**config.mk**
```make
export PLATFORM = sky130hd
export DESIGN_NAME = uart_alu_ctrl
export DESIGN_NICKNAME = d
export VERILOG_FILES = /design/src/rtl/uart_alu_ctrl.sv
export SDC_FILE = /design/constraint.sdc
export NUM_CORES = 1
export LEC_CHECK = 0
export ABC_CLOCK_PERIOD_IN_PS = 2900
export CORE_UTILIZATION = 52
export DETAILED_ROUTE_END_ITERATION = 7
export GPL_TIMING_DRIVEN = 0
export PLACE_DENSITY = 0.84
export SETUP_SLACK_MARGIN = 0.4
export SYNTH_ARGS = -nofsm -noshare
export SYNTH_HDL_FRONTEND = slang
export SYNTH_SLANG_ARGS = --single-unit
```
**constraint.sdc**
```tcl
create_clock -name i_clk -period 2.9 [get_ports i_clk]
set_input_delay 0.725 -clock i_clk [delete_from_list [all_inputs] [get_ports i_clk]]
set_output_delay 0.725 -clock i_clk [all_outputs]
set_load 0.03 [all_outputs]
```
**src/rtl/uart_alu_ctrl.sv**
```systemverilog
// Frame controller between a UART and a combinational ALU: collects A, B and
// opcode bytes, runs one ALU operation and sends the result byte back.
module uart_alu_ctrl #(
  parameter int NB_DATA        = 8,
  parameter int NB_OP          = 6,
  parameter int TIMEOUT_CYCLES = 100000
) (
  input  logic               i_clk,
  input  logic               i_reset,
  input  logic [NB_DATA-1:0] i_rx_data,
  input  logic               i_rx_done_tick,
  input  logic               i_tx_done_tick,
  input  logic [NB_DATA-1:0] i_alu_result,
  output logic [NB_DATA-1:0] o_alu_a,
  output logic [NB_DATA-1:0] o_alu_b,
  output logic [NB_OP-1:0]   o_alu_op,
  output logic [NB_DATA-1:0] o_tx_data,
  output logic               o_tx_start,
  output logic               o_busy,
  output logic               o_error
);

  localparam int NB_CNT = (TIMEOUT_CYCLES > 1) ? $clog2(TIMEOUT_CYCLES) : 1;
  localparam logic [NB_CNT-1:0] CNT_LAST = NB_CNT'(TIMEOUT_CYCLES - 1);

  typedef enum logic [2:0] {
    ST_WAIT_A,
    ST_WAIT_B,
    ST_WAIT_OP,
    ST_EXEC,
    ST_SEND,
    ST_WAIT_TX
  } state_t;

  state_t             r_state, w_state_next;
  logic [NB_DATA-1:0] r_alu_a, w_alu_a_next;
  logic [NB_DATA-1:0] r_alu_b, w_alu_b_next;
  logic [NB_OP-1:0]   r_alu_op, w_alu_op_next;
  logic [NB_DATA-1:0] r_tx_data, w_tx_data_next;
  logic [NB_CNT-1:0]  r_cnt, w_cnt_next;
  logic               r_error, w_error_next;
  logic               w_op_valid;
  logic               w_timeout;
  logic [NB_OP-1:0]   w_rx_op;

  assign w_rx_op   = i_rx_data[NB_OP-1:0];
  assign w_timeout = (r_cnt == CNT_LAST);

  always_comb begin
    case (w_rx_op)
      NB_OP'(6'b100000), NB_OP'(6'b100010), NB_OP'(6'b100100),
      NB_OP'(6'b100101), NB_OP'(6'b100110), NB_OP'(6'b000011),
      NB_OP'(6'b000010), NB_OP'(6'b100111): w_op_valid = 1'b1;
      default:                              w_op_valid = 1'b0;
    endcase
  end

  always_ff @(posedge i_clk) begin
    if (i_reset) begin
      r_state   <= ST_WAIT_A;
      r_alu_a   <= '0;
      r_alu_b   <= '0;
      r_alu_op  <= '0;
      r_tx_data <= '0;
      r_cnt     <= '0;
      r_error   <= 1'b0;
    end else begin
      r_state   <= w_state_next;
      r_alu_a   <= w_alu_a_next;
      r_alu_b   <= w_alu_b_next;
      r_alu_op  <= w_alu_op_next;
      r_tx_data <= w_tx_data_next;
      r_cnt     <= w_cnt_next;
      r_error   <= w_error_next;
    end
  end

  // A byte arriving on the timeout cycle wins over the timeout.
  always_comb begin
    w_state_next   = r_state;
    w_alu_a_next   = r_alu_a;
    w_alu_b_next   = r_alu_b;
    w_alu_op_next  = r_alu_op;
    w_tx_data_next = r_tx_data;
    w_cnt_next     = '0;
    w_error_next   = 1'b0;
    case (r_state)
      ST_WAIT_A: begin
        if (i_rx_done_tick) begin
          w_alu_a_next = i_rx_data;
          w_state_next = ST_WAIT_B;
        end
      end
      ST_WAIT_B: begin
        if (i_rx_done_tick) begin
          w_alu_b_next = i_rx_data;
          w_state_next = ST_WAIT_OP;
        end else if (w_timeout) begin
          w_error_next = 1'b1;
          w_state_next = ST_WAIT_A;
        end else begin
          w_cnt_next = r_cnt + NB_CNT'(1);
        end
      end
      ST_WAIT_OP: begin
        if (i_rx_done_tick) begin
          if (w_op_valid) begin
            w_alu_op_next = w_rx_op;
            w_state_next  = ST_EXEC;
          end else begin
            w_error_next = 1'b1;
            w_state_next = ST_WAIT_A;
          end
        end else if (w_timeout) begin
          w_error_next = 1'b1;
          w_state_next = ST_WAIT_A;
        end else begin
          w_cnt_next = r_cnt + NB_CNT'(1);
        end
      end
      ST_EXEC: begin
        w_tx_data_next = i_alu_result;
        w_state_next   = ST_SEND;
      end
      ST_SEND: begin
        w_state_next = ST_WAIT_TX;
      end
      ST_WAIT_TX: begin
        if (i_tx_done_tick) w_state_next = ST_WAIT_A;
      end
      default: w_state_next = ST_WAIT_A;
    endcase
  end

  assign o_alu_a    = r_alu_a;
  assign o_alu_b    = r_alu_b;
  assign o_alu_op   = r_alu_op;
  assign o_tx_data  = r_tx_data;
  assign o_error    = r_error;
  assign o_tx_start = (r_state == ST_SEND);
  assign o_busy     = (r_state == ST_EXEC) || (r_state == ST_SEND) ||
                      (r_state == ST_WAIT_TX);

endmodule
```
---- After elaboration in Yosys (flattened, before gate mapping) ----
Cells that the tools add are included.
storage, ports and cells
  word-level logic and storage cells ...... 48
  output and inout bits ................... 33
  input bits .............................. 20
  bits in registers ....................... 51
operators by class
  bitwise operators ....................... 1
  muxes and demuxes ....................... 13
  equal/unequal tests ..................... 16
  reduce and logical (&&, ||, !) cells .... 10
  add/sub/neg operators ................... 1
operator list
  kind                   number
  $eq 6x6->1 const B     6
  $pmux 3 s6             1
  $add 17x1->17 const B  1
  $eq 17x17->1 const B   1
  $mux 3                 5
  $eq 6x2->1 const B     2
  $reduce_or 8->1        1
  $eq 3x2->1 const B     2
  $eq 3x3->1 const B     2
  $reduce_and 2->1       3
  $mux 1                 5
  $ne 2x2->1 const B     2
  $reduce_or 4->1        1
  $eq 3x1->1 const B     1
  $logic_not 3->1        1
  $reduce_and 3->1       1
  $logic_or 1x1->1       2
  $mux 2                 1
  $pmux 1 s2             1
  $reduce_or 2->1        1
  $not 1->1              1

---- Depth between registers and ports, before layout ----
Gate-level depths: netlist of the first run.
  depth in word-level cells ............... 6
  gate-level depth with buffers ........... 8
  mapped depth without buffers ............ 5

---- Worst setup path before layout of the first run ----
Ideal clock, no wire load.
  path type ............................... register to output
  from .................................... register r_state[1]
  to ...................................... output port o_busy
  data required time ...................... 2.175 ns
  path buffers ............................ 1
  cell stages (with the launch flop) ...... 5
  slack ................................... 0.816 ns
  arrival time ............................ 1.359 ns
  cells stage by stage .................... dfxtp_1 > inv_1 > or3_1 > clkbuf_1 > nand2_1
between the ends
  longest elaborated chain between the ends .. 3
  elaborated cells between the ends (all ways) .. 5
  classes of those cells .................. eq/ne (3); reduce/logical (2)
ends and longest elaborated chain
  item                                      RTL line  text
  start: declaration                        35        state_t r_state, w_state_next;
  start signal: assignment                  68        r_state <= w_state_next;
  $eq 3x2->1 or $eq 3x3->1 (tied branches)  141       assign o_busy = (r_state == ST_EXEC) || (r_state == ST_SEND) ||
  $logic_or 1x1->1                          141
  $logic_or 1x1->1 *                        141
  end: declaration                          19        output logic o_busy,
Every way passes the cells marked *; elsewhere a longest branch is shown, timed or not.

---- Final worst setup path of the first run ----
Ends and elaborated chain as after synthesis.

==> results of run 1 <==
==> cell usage after synthesis <==
cell      count
nor2b_1       1
nor4b_1       1
o221ai_1      1
nor3_1        5
nand4_1       5
o311a_1       1
a22oi_1       1
dfxtp_1      51
o31a_1        1
clkbuf_1     10
nand2_1      37
nand3_1      11
nor2_1       27
xnor2_1       3
buf_8         1
o21ai_0       6
and3_1        1
nor3b_1       3
inv_1         4
mux2i_1       8
a21oi_1      24
o211a_1       1
and4_1        6
xor2_1       11
a21o_1        1
nor4bb_1      2
and2_1        2
nand3b_1      1
or3_1         6
clkbuf_2      1
o211ai_1      1
ha_1          1
buf_6         1
==> worst min path at each step <==
stage                             to  slack, ns  cells past startpoint
after floorplan             r_cnt[0]       0.43                      1
after global placement      r_cnt[0]       0.44                      1
after detailed placement  o_alu_b[2]       0.45                      2
after CTS                 o_alu_b[2]       0.46                      2
after global routing      o_alu_b[3]       0.48                      2
final                     o_alu_b[3]       0.46                      2
==> power by group <==
part           total, W  switching, W  internal, W
Combinational  0.000190      0.000109    0.0000810
Sequential     0.000733     0.0000125     0.000721
Clock          0.000404      0.000216     0.000188
Total           0.00133      0.000338     0.000989
==> logic make-up (layout without fill, tap and decap cells) <==
kind of cell | count (synthesis) | after routing | synth area share, %
AO/OA/AOI/OAI | 37 | 37 | 10.2
XOR/XNOR | 14 | 14 | 5.96
adder cells (fa/ha/maj) | 1 | 1 | 0.609
buffers and inverters | 17 | 74 | 4.08
flip-flops | 51 | 51 | 49.7
multiplexers | 8 | 8 | 3.90
AND/OR/NAND/NOR | 108 | 108 | 25.6
==> cell type report <==
| type | instances | area (sq um) |
|---|---|---|
| sequential | 51 | 1020 |
| tap | 48 | 60.1 |
| clock inverter | 1 | 5.00 |
| inverter | 4 | 15.0 |
| clock buffer | 6 | 82.6 |
| buffer | 13 | 72.6 |
| timing repair buffer | 50 | 498 |
| multi-input combinational | 168 | 951 |
| fill | 318 | 1010 |
==> per-layer routing <==
metal  wire (um)  up-vias
met5           0        -
met4          80        0
met3         222       11
met2        2310       57
met1        1980      858
li1            -      920
==> sequential cells by signal, summed over array words and instances (netlist names) <==
register	cells
o_error	1
r_state	3
o_alu_op	6
o_alu_a	8
r_cnt	17
o_alu_b	8
o_tx_data	8
==> stage by stage <==
step / cell area, sq um / hold slack, ns / setup WS, ns / std cells / util [%]
global placement: 2620 / 0.437 / 0.173 / 334 / 70.4
CTS: 2710 / 0.458 / 0.441 / 341 / 72.9
finish: 2710 / 0.457 / 0.547 / 341 / 72.8
floorplan: 2060 / 0.426 / 0.816 / 236 / -
detailed placement: 2620 / 0.446 / 0.176 / 334 / 70.4
global route: 2710 / 0.478 / 0.450 / 341 / 72.8
==> worst max-delay path, cell delays in order, from the launching register on <==
cell and delay [ns]:
dfxtp_2 0.38, inv_1 0.11, or3_1 0.35, clkbuf_4 0.21, nand2_1 0.09, buf_2 0.20
==> results.ini, run 1 <==
[synth]
synth_top_cell_by_area=dfxtp_1
synth_cells=236
ys_warn_count=0
netlist_area_sq_um=2060
synth_cell_types=33
syn_nets=257
avgSynthCellArea_sq_um=8.71
synth.top_cell.area_share_pct=49.7
seq_area_frac_synth_pct=49.7
synth.area.top_cells=dfxtp_1, nand2_1, a21oi_1, nor2_1, xor2_1
ys_ff_latch=51

[cts]
cts_resized=6
cts_sinks=51
cts_made_buffers=5
cts_max_level=2
cts_tree=yes
cts_root_buf=clkbuf_8
clkLatencyLatePin_ns=0.30
cts_hold_buffers=0
clock_path_buffers=2
post_cts_buffers=0
clk_pin_slew_worst_paths_ns=0.09

[detailed_routing]
viasPerCell=5.41
ant_nets=0
drcViolationCount=0
drt_iter0_drc=105
wl_per_cell_um=13.5
postRouteWirelength_um=4600
vias=1846
first_pass_iters=4

[layout]
antennaDiodeCount=0
final_cell_mix=dfxtp_1, clkdlybuf4s50_1, nand2_1
area_growth_pct=31.6
final_layout_size_suffix_gt1_share_pct=4.44
nNetsFinal=314
mostFrequentLayoutCell=dfxtp_1

[global_route]
grt_pass1_wl_um=7510
met1_usage_pct=27.3
grt_pass1_vias=1742
use_met3_pct=5.28
busiest_layer=met2
grt_overflow=0
grt_antenna_before_repair=0
met2_usage_pct=40.4
track_usage_pct=23.3
grt_max_degree=15

[setup_path]
r2r_end=r_cnt[14]
crit_end=o_busy
worst-r2r-cell-count=8
startpoint_type=flip-flop
r2r_slack_ns=0.95
end_kind=primary output
cp_data_arrival_time_ns=1.63
crit_start=r_state[1]
critical_path_class=flip-flop to primary output
required_ns=2.17
crit_fanout=10
reg2reg_from=r_cnt[0]

[place]
place_hpwl_um=3350
place_congestion=0.816
numPortBuffers=50

[die]
initial_utilization_pct=55.3
ios=53
rows=22
die_area_sq_um=4210
die_w_um=64.9
core_sq_um=3720
chipHeight_um=64.9

[worst_hold_path]
hp-class=flip-flop to flip-flop
worstHoldStart=o_alu_b[3]

[pwr]
finalPower_w=0.00133
p_per_area_nw_per_um2=491
p_leak_nw=1.02
vdd_drop_max_mv=0.371

[run_status]
outcome=finished clean

[timing]
setup_viol=0
tightest_slew_ns=0.551
final_max_slew_viol_count=0
finClkSkew_ns=0.00607
rsz0062_at_grt=no
tns_ns=0
finalCritPeriodShare_pct=81.1
max_freq_mhz=425
fin_crit_ns=2.35
relSlewSlack_pct=63.0
hold_viol=0

[job]
drv_cap=0

Power figures use the tool's default switching activity.
==> inputs of run 2 (changes only) <==
--- a/config.mk
+++ b/config.mk
@@ -5,11 +5,11 @@
 export SDC_FILE = /design/constraint.sdc
 export NUM_CORES = 1
 export LEC_CHECK = 0
-export ABC_CLOCK_PERIOD_IN_PS = 2900
-export CORE_UTILIZATION = 52
+export ABC_CLOCK_PERIOD_IN_PS = 2000
+export CORE_UTILIZATION = 43
 export DETAILED_ROUTE_END_ITERATION = 7
 export GPL_TIMING_DRIVEN = 0
-export PLACE_DENSITY = 0.84
+export PLACE_DENSITY = 0.75
 export SETUP_SLACK_MARGIN = 0.4
 export SYNTH_ARGS = -nofsm -noshare
 export SYNTH_HDL_FRONTEND = slang
==> constraint.sdc (replaced) <==
create_clock -name i_clk -period 2 [get_ports i_clk]
set_input_delay 0.5 -clock i_clk [delete_from_list [all_inputs] [get_ports i_clk]]
set_output_delay 0.5 -clock i_clk [all_outputs]
set_load 0.03 [all_outputs]
==> run 2 against run 1 <==
The flow now finishes with violations (design-rule violations); register-to-register slack worse by 0.73 ns; sequential power is 45% higher; sequential share of layout area is 3.6 points lower; clock-buffer cell count is 2 higher; routed wire length is 13% higher; power is 52% higher; global-route usage is 2.5 points lower; setup slack worse by 0.41 ns; critical endpoint unchanged; largest power group unchanged; highest routed layer unchanged.
==> results.ini, run 2 (synthesized netlist as in run 1, its figures left out) <==
[run_status]
outcome=finished with violations
violations=design-rule violations

[timing]
rsz0062_at_grt=yes
setup_viol=0
fin_crit_ns=1.86
finClkSkew_ns=0.00575
tightest_slew_ns=0.590
hold_viol=0
final_max_slew_viol_count=0
worst_slack_ns=0.139
max_freq_mhz=537
tns_ns=0
finalCritPeriodShare_pct=93.1
relSlewSlack_pct=60.4

[global_route]
grt_pass1_vias=1760
grt_overflow=0
grt_antenna_before_repair=0
track_usage_pct=20.7
grt_pass1_wl_um=8150
grt_max_degree=15

[layout]
final_cell_mix=dfxtp_1, nand2_1, dlygate4sd2_1
area_growth_pct=47.3
instances_no_fill=364
antennaDiodeCount=0
nNetsFinal=332
largest-register=r_cnt
largest_register_ffs=17
final_area_sq_um=3030
mostFrequentLayoutCell=dfxtp_1
final_layout_size_suffix_gt1_share_pct=21.5

[worst_hold_path]
holdPathStages=2
hp-class=flip-flop to flip-flop
hold_end=o_alu_b[0]
worstHoldStart=o_alu_b[0]

[detailed_routing]
vias=1934
drcViolationCount=4
wl_per_cell_um=14.2
viasPerCell=5.31
postRouteWirelength_um=5180
drt_iter0_drc=106
ant_nets=0
first_pass_iters=6

[cts]
clock_path_buffers=2
cts_root_buf=clkbuf_8
clk_pin_slew_worst_paths_ns=0.09
cts_tree=yes
cts_max_level=2
cts_made_buffers=5
cts_sinks=51
clkLatencyLatePin_ns=0.30

[place]
place_congestion=0.803
place_ws_ns=-0.385
numPortBuffers=50
post_dp_cell_area_sq_um=2650
place_hpwl_um=3210
dp.cells=338

[pwr]
p_comb_share_pct=15.9
clkPwrFrac_pct=31.6
finalPower_w=0.00202
vdd_drop_max_mv=0.434
switching_share_pct=25.8
switchingPower_w=0.000523
p_per_area_nw_per_um2=668
p_leak_nw=1.29
power.internal_w=0.00150
p_seq_share_pct=52.5

[setup_path]
r2r_slack_ns=0.22
path_depth=5
startpoint_type=flip-flop
crit_fanout=3
critPathMaxStageDelay_ns=0.36
end_kind=primary output
crit_family=simple AND/OR/NAND/NOR gates
critPathSlowestCell=or3_4
worst-r2r-cell-count=8
r2r_end=r_cnt[15]
critical_path_class=flip-flop to primary output
cp_data_arrival_time_ns=1.36
reg2reg_from=r_cnt[0]
required_ns=1.50
crit_start=r_state[0]
path_buf_inv=3
worstPathCellList=inv_2, or3_4, buf_8, nand2_4, buf_6

[die]
chipHeight_um=71.1
die_area_sq_um=5060
rows=24
ios=53
die_w_um=71.1
initial_utilization_pct=45.9
core_sq_um=4470

[job]
drv_cap=0

-- run 2: metrics by stage --
stage | utilization (%) | hold slack, ns
2_1_floorplan | - | 0.425
5_1_grt | 67.7 | 0.468
3_5_place_dp | 59.1 | 0.442
3_3_place_gp | 59.1 | 0.440
6_report | 67.7 | 0.452
4_1_cts | 64.7 | 0.455
-- run 2: cell type report --
| class | count | area, sq um |
|---|---|---|
| buffer | 13 | 100 |
| clock buffer | 8 | 100 |
| fill | 370 | 1450 |
| inverter | 4 | 15.0 |
| multi-input combinational | 168 | 1080 |
| sequential | 51 | 1030 |
| tap | 52 | 65.1 |
| timing repair buffer | 68 | 632 |
-- run 2: worst max-delay path by stage --
stage	to	slack, ns
2_1_floorplan	r_cnt[0]	0.31
3_3_place_gp	o_busy	-0.40
4_1_cts	o_busy	0.14
3_5_place_dp	o_busy	-0.39
5_1_grt	o_busy	0.09
6_report	o_busy	0.14
-- run 2: what timing repair did --
action / CTS / global route
setup endpoints to repair: 60 / 32
resized for setup: 75 / 33
pin swaps: 10 / 4
hold endpoints to repair: 0 / 0
hold buffers: 0 / 0
buffers inserted: 12 / 5
gates cloned: 1 / 0
-- run 2: metal layers --
layer / track usage, % / part of all wire [%]
met5: 0 / 0
met2: 33.9 / 48
met4: 6.89 / 1.9
met3: 5.41 / 4.6
met1: 26.7 / 45
-- run 2: power groups by stage --
stage	registers, W	logic (W)	clock network [W]
2_1_floorplan	0.00113	0.000112	0
3_3_place_gp	0.00109	0.000274	0
3_5_place_dp	0.00109	0.000276	0
4_1_cts	0.00106	0.000299	0.000654
5_1_grt	0.00106	0.000346	0.000705
6_report	0.00106	0.000322	0.000639
-- run 2: worst min-delay path, cell delays in order (launching register included) --
cell and delay [ns]:
dfxtp_1 0.31, nand2_1 0.05, a21oi_1 0.05
